$ cat src/rtl/timer_defs.sv
// rtl/timer_defs.sv - shared BCD timer constants and digit type
package timer_defs;

    localparam int unsigned DIGIT_W = 4;

    typedef logic [DIGIT_W-1:0] bcd_t;

    // Largest legal BCD digit; also the value a units digit takes on borrow.
    localparam bcd_t BCD_MAX = 4'd9;

    // Value the seconds-tens digit takes when a borrow comes out of the minutes.
    localparam bcd_t SEC_TENS_ROLL = 4'd5;

endpackage

$ cat src/rtl/bcd_dec_digit.sv
// rtl/bcd_dec_digit.sv - one BCD decade cell of the countdown borrow chain
//
// Ports:
//   value_i      current digit
//   dec_en_i     decrement this digit (borrow in from the lower decade)
//   roll_val_i   value taken when the digit is 0 and must borrow
//   next_o       digit after the optional decrement
//   borrow_o     1 when this digit was 0 and borrowed from the next decade
module bcd_dec_digit
    import timer_defs::*;
(
    input  bcd_t value_i,
    input  logic dec_en_i,
    input  bcd_t roll_val_i,
    output bcd_t next_o,
    output logic borrow_o
);

    always_comb begin
        next_o   = value_i;
        borrow_o = 1'b0;
        if (dec_en_i) begin
            if (value_i != '0) begin
                next_o = value_i - bcd_t'(1);
            end else begin
                next_o   = roll_val_i;
                borrow_o = 1'b1;
            end
        end
    end

endmodule

$ cat src/rtl/timer_contagem.sv
// rtl/timer_contagem.sv - MM:SS countdown core with keypad shift-in and zero flag
//
// Ports:
//   clk100     system clock, rising edge
//   clearn     synchronous active-low reset
//   D          BCD digit from the keypad encoder
//   loadn      low while a key is held
//   pgt_1Hz    1 Hz tick, rising edge counts
//   enablen    0 = running (count), 1 = stopped (load)
//   mins       minutes digit
//   sec_tens   seconds tens digit
//   sec_ones   seconds units digit
//   zero       registered flag, 1 when all digits are 0
module timer_contagem
    import timer_defs::*;
#(
    parameter bcd_t SEC_TENS_ROLL = timer_defs::SEC_TENS_ROLL,
    parameter bcd_t BCD_MAX       = timer_defs::BCD_MAX
) (
    input  logic clk100,
    input  logic clearn,
    input  bcd_t D,
    input  logic loadn,
    input  logic pgt_1Hz,
    input  logic enablen,
    output bcd_t mins,
    output bcd_t sec_tens,
    output bcd_t sec_ones,
    output logic zero
);

    logic loadn_q;
    logic tick_q;
    bcd_t mins_q, tens_q, ones_q;
    bcd_t mins_d, tens_d, ones_d;
    logic zero_q, zero_d;

    logic load_ev, tick_ev;
    logic do_load, do_count;

    bcd_t ones_dec, tens_dec, mins_dec;
    logic ones_borrow, tens_borrow, mins_borrow;

    assign load_ev = loadn_q & ~loadn;
    assign tick_ev = pgt_1Hz & ~tick_q;

    // enablen picks exactly one of load or count, so they can never collide.
    assign do_load  = enablen & load_ev & (D <= BCD_MAX);
    assign do_count = ~enablen & tick_ev & ~zero_q;

    bcd_dec_digit u_ones (
        .value_i    (ones_q),
        .dec_en_i   (do_count),
        .roll_val_i (BCD_MAX),
        .next_o     (ones_dec),
        .borrow_o   (ones_borrow)
    );

    bcd_dec_digit u_tens (
        .value_i    (tens_q),
        .dec_en_i   (ones_borrow),
        .roll_val_i (SEC_TENS_ROLL),
        .next_o     (tens_dec),
        .borrow_o   (tens_borrow)
    );

    bcd_dec_digit u_mins (
        .value_i    (mins_q),
        .dec_en_i   (tens_borrow),
        .roll_val_i (BCD_MAX),
        .next_o     (mins_dec),
        .borrow_o   (mins_borrow)
    );

    always_comb begin
        mins_d = mins_q;
        tens_d = tens_q;
        ones_d = ones_q;
        if (do_load) begin
            mins_d = tens_q;
            tens_d = ones_q;
            ones_d = D;
        end else if (do_count && !mins_borrow) begin
            // A borrow out of the minutes would mean wrapping past 0:00;
            // zero_q already blocks that, the extra guard keeps 0:00 sticky.
            mins_d = mins_dec;
            tens_d = tens_dec;
            ones_d = ones_dec;
        end
        zero_d = (mins_d == '0) && (tens_d == '0) && (ones_d == '0);
    end

    always_ff @(posedge clk100) begin
        if (!clearn) begin
            mins_q  <= '0;
            tens_q  <= '0;
            ones_q  <= '0;
            zero_q  <= 1'b1;
            // A key held through reset has to be released before it loads.
            loadn_q <= 1'b0;
            tick_q  <= 1'b0;
        end else begin
            mins_q  <= mins_d;
            tens_q  <= tens_d;
            ones_q  <= ones_d;
            zero_q  <= zero_d;
            loadn_q <= loadn;
            tick_q  <= pgt_1Hz;
        end
    end

    assign mins     = mins_q;
    assign sec_tens = tens_q;
    assign sec_ones = ones_q;
    assign zero     = zero_q;

endmodule
$ cat config.mk
export PLATFORM = sky130hd
export DESIGN_NAME = timer_contagem
export DESIGN_NICKNAME = d
export VERILOG_FILES = /design/src/rtl/timer_defs.sv /design/src/rtl/bcd_dec_digit.sv /design/src/rtl/timer_contagem.sv
export SDC_FILE = /design/constraint.sdc
export NUM_CORES = 1
export LEC_CHECK = 0
export BUFFER_PORTS_ARGS = -buffer_cell sky130_fd_sc_hd__clkbuf_2
export CAP_MARGIN = 5
export CORE_ASPECT_RATIO = 0.8
export CORE_UTILIZATION = 45
export DETAILED_ROUTE_END_ITERATION = 10
export PLACE_DENSITY = 0.67
export SLEW_MARGIN = 15
export SYNTH_ARGS = -nofsm -noshare
export SYNTH_HDL_FRONTEND = slang
export SYNTH_SLANG_ARGS = --single-unit
$ cat constraint.sdc
create_clock -name clk100 -period 2.2 [get_ports clk100]
set_input_delay 0.33 -clock clk100 [delete_from_list [all_inputs] [get_ports clk100]]
set_output_delay 0.33 -clock clk100 [all_outputs]
set_load 0.03 [all_outputs]
==> run summary <==
The vertical die dimension came out at 42.7 µm. The post-synthesis to final-layout area growth is 38.7%. The routed via count divided by cell count is 5.93. The proportion of power drawn by flip-flops and latches is 49.8%. The top cell type by area accounts for 32.3% of the synthesized area. The share of cells above drive strength 1 is 38.9%. The maximum number of pins on one net before global-route repair came out at 12. Counting every net in the synthesized netlist gives 125. In this run the critical register-to-register path is launched from tick_q. Including well taps, the total number of placed cells is 176. The number of antenna diodes in the final layout is 0. The hold path startpoint is loadn. The wire length of the first global-routing pass came out at 4.44 mm. The max-slew violation count came out at 0.

The critical path goes through or4b_4 -> o211ai_2 -> o211ai_1 -> or3_1 -> or4_1 -> o41ai_2. The number of levels the H-tree was split into is 1. The number of antenna violations at the first check in global routing came out at 0. The signal arrival time at the worst endpoint came out at 2.45 ns. The number of iterations in the first detailed-routing pass is 4. The peak per-stage delay on the critical path is 0.56 ns.

The kind of cell with the highest combined delay along the critical path is simple AND/OR/NAND/NOR gates. The instance count of the mapped netlist is 114. The number of CTS-inserted buffers came out at 3. Power spread over the standard cell area amounts to 454 nW/µm². The count of warnings emitted by yosys came out at 0.

In the synthesized netlist the async set-or-reset flop fraction comes to 0%. Hold timing on the final database bottoms out at a slack of 0.264 ns. Setup repair after global routing could not meet its margin everywhere. Clock latency on the worst-skew pair, taken at its later pin, is between 0.2 and 0.3 ns.

The number of buffers added to fix hold violations after cts came out at 0. The global placer's final weighted congestion is 0.906. The count of endpoints failing setup in the final report is 1. The starting density of the core is 48.8%. The full die area is 2260 µm². The number of flops mapped to enable cells by yosys came out at 0. The most critical setup path has its startpoint at tick_q.

The post-route fraction of the period consumed by the critical path came out at 103%. The post-detailed-routing wire length came out at roughly 2.9 mm. Summed over all instances, the cell type with the most area after synthesis is sky130_fd_sc_hd__dfxtp_1. The most used flip-flop cell after synthesis is sky130_fd_sc_hd__dfxtp_1.

The cell-internal power came out at 0.411 mW. The worst setup path is launched from a flop. In this run the worst path has a maximum fanout of 3. The data required time at the worst endpoint is 2.40 ns. The number of global-route vias before repair came out at roughly 890. The detailed placement HPWL came out at 2.14 mm. The clock tree from TritonCTS is built. In this run the tightest slew margin relative to its limit is 75.6%. In the routed design, unresolved DRC markers number 0. The number of clock sinks seen by CTS came out at 15.

The path class of the tightest hold or removal check is in2reg. The I/O pin total came out at 22. The portion of the post-synthesis area used by sequential elements is 32.3%.

The part of the total power dissipated in the clock network came out at 27.2%. The worst setup slack after layout came out at -0.0582 ns. Of the total power, combinational logic draws 23.0%. The CTS root buffer is sky130_fd_sc_hd__clkbuf_4. After detailed routing, the average wire length per cell comes to 15.8 µm.

The floorplan step set the die width to 52.9 µm. The number of standard cells in the layout, taps in and fillers out came out at 181. Static timing analysis puts the maximum clock frequency at 443 MHz. The number of violations reported at the end of detailed-routing iteration 0 is 68. Clock-pin slew was measured on the worst setup and hold paths at 0.09 ns. The run finished, with violations left. The register bit total from synthesis came out at 15. Global routing used 28.2% of the available tracks across all layers. After the last flow step, the layout net total stands at 169. The count of nets left with antenna violations after detail routing is 0.

The post-synth design cell area is 931 µm². Port buffering added 21 buffers. The remaining global-route overflow came out at 0. The buffers plus inverters on the worst setup path came out at 0. The final hold violation count is 0. The clock tree skew after final layout came out at 0.00126 ns. The largest voltage drop on the vdd net is 355 µV. The static power due to leakage is 0.617 nW. After synthesis, the netlist uses 37 different library cells.

At the pin with the least slew margin, the transition time is 0.365 ns. The floorplan row count came out at 14. Detailed routing inserted a total of roughly 1100 vias. The final reports fail on setup timing. The core region is 1910 µm². The switching portion of total power is 29.9%. Averaged over all synthesized cells, the footprint is just over 8 µm². The slowest stage of the critical path belongs to the cell sky130_fd_sc_hd__or4b_4.

The maximum clock path buffer count is 2. The number of max-cap violations came out at 0. After synthesis, the cell types taking the most area are sky130_fd_sc_hd__dfxtp_1, sky130_fd_sc_hd__nor2_1, sky130_fd_sc_hd__and2_1.

The shortest clock period the worst path allows after layout is 2.26 ns. Summed over all nets, the switching power comes to 0.175 mW. Setup total negative slack on the finished layout was measured at -0.0582 ns.

The worst setup path is of the reg2reg kind. STA classifies the critical path endpoint as a flop.
[worst paths after layout]
| path | endpoint | slack (ns) | cells after the start |
|---|---|---|---|
| setup / recovery | zero | -0.06 | 6 |
| hold / removal | loadn_q | 0.26 | 2 |
| setup reg to reg | zero | -0.06 | 6 |
| hold reg to reg | mins[2] | 0.69 | 2 |
[timing repair]
| item | 4_1_cts | 5_1_grt |
|---|---|---|
| gates resized for setup | 1 | 4 |
| setup buffers | 0 | 1 |
| setup endpoints to repair | 1 | 1 |
| pin swaps | 2 | 4 |
| hold endpoints to repair | 0 | 0 |
[kinds of logic (layout without fill, tap and decap cells)]
kind of cell    Yosys count  in the layout  synth area share (%)
compound gates           25             25                  20.0
flops                    15             15                  32.3
simple gates             59             59                  36.3
mux                       5              5                  5.51
buf+inv                   8             51                  3.23
fa+ha+maj                 2              2                  2.69
[synth_stat cells, types with 2 or more instances]
cell,number
sky130_fd_sc_hd__a211oi_1,3
sky130_fd_sc_hd__a21oi_1,4
sky130_fd_sc_hd__a31oi_1,3
sky130_fd_sc_hd__and2_1,10
sky130_fd_sc_hd__and3_1,2
sky130_fd_sc_hd__clkbuf_1,3
sky130_fd_sc_hd__dfxtp_1,15
sky130_fd_sc_hd__ha_1,2
sky130_fd_sc_hd__inv_1,5
sky130_fd_sc_hd__mux2i_1,4
sky130_fd_sc_hd__nand2_1,5
sky130_fd_sc_hd__nand4_1,2
sky130_fd_sc_hd__nor2_1,20
sky130_fd_sc_hd__nor3_1,3
sky130_fd_sc_hd__nor4_1,2
sky130_fd_sc_hd__o21ai_0,5
sky130_fd_sc_hd__or3_1,4
sky130_fd_sc_hd__or4_1,3
[power groups by stage]
stage               clock, mW  combinational [mW]  sequential [mW]
finish                  0.160               0.135            0.292
floorplan                   0              0.0591            0.314
detailed placement          0               0.128            0.297
CTS                     0.165               0.128            0.291
global placement            0               0.126            0.297
global route            0.178               0.146            0.294
[state kept, by name, indices dropped and copies added, names as in the netlist]
| register | cells |
|---|---|
| tick_q | 1 |
| sec_tens | 4 |
| zero | 1 |
| loadn_q | 1 |
| mins | 4 |
| sec_ones | 4 |
[layout make-up]
| class | instances | area (µm²) |
|---|---|---|
| tap | 24 | 30.0 |
| multi-input combinational | 91 | 643 |
| sequential | 15 | 310 |
| clock buffer | 4 | 26.3 |
| fill | 169 | 618 |
| inverter | 5 | 18.8 |
| timing repair buffer | 42 | 263 |
[routing by layer]
layer	GRT usage (%)	part of all wire (%)
met2	37.7	43
met5	0	0
met4	11.1	1.8
met3	10.4	10
met1	40.4	45
[metrics by stage]
step	area (µm²)	utilization (%)	total power [mW]	setup slack, ns
3_3_place_gp	1240	64.9	0.423	-0.103
5_1_grt	1290	67.6	0.618	-0.0916
2_1_floorplan	965	-	0.373	0.0102
4_1_cts	1270	66.3	0.585	-0.0531
3_5_place_dp	1240	64.9	0.425	-0.179
6_report	1290	67.6	0.587	-0.0582
[layout by cell type, fill, tap and decap left out, types with 2 or more instances in the layout]
cell type,count
sky130_fd_sc_hd__a211oi_1,3
sky130_fd_sc_hd__a21oi_1,4
sky130_fd_sc_hd__a31oi_1,3
sky130_fd_sc_hd__and2_1,10
sky130_fd_sc_hd__and3_1,2
sky130_fd_sc_hd__buf_4,21
sky130_fd_sc_hd__clkbuf_2,21
sky130_fd_sc_hd__clkbuf_4,3
sky130_fd_sc_hd__dfxtp_1,11
sky130_fd_sc_hd__dfxtp_2,2
sky130_fd_sc_hd__dfxtp_4,2
sky130_fd_sc_hd__inv_1,3
sky130_fd_sc_hd__inv_2,2
sky130_fd_sc_hd__mux2i_1,4
sky130_fd_sc_hd__nand2_1,4
sky130_fd_sc_hd__nand4_1,2
sky130_fd_sc_hd__nor2_1,20
sky130_fd_sc_hd__nor3_1,3
sky130_fd_sc_hd__o21ai_0,4
sky130_fd_sc_hd__or3_1,4
sky130_fd_sc_hd__or4_1,3
No activity file was read; power rests on OpenSTA's default activity.
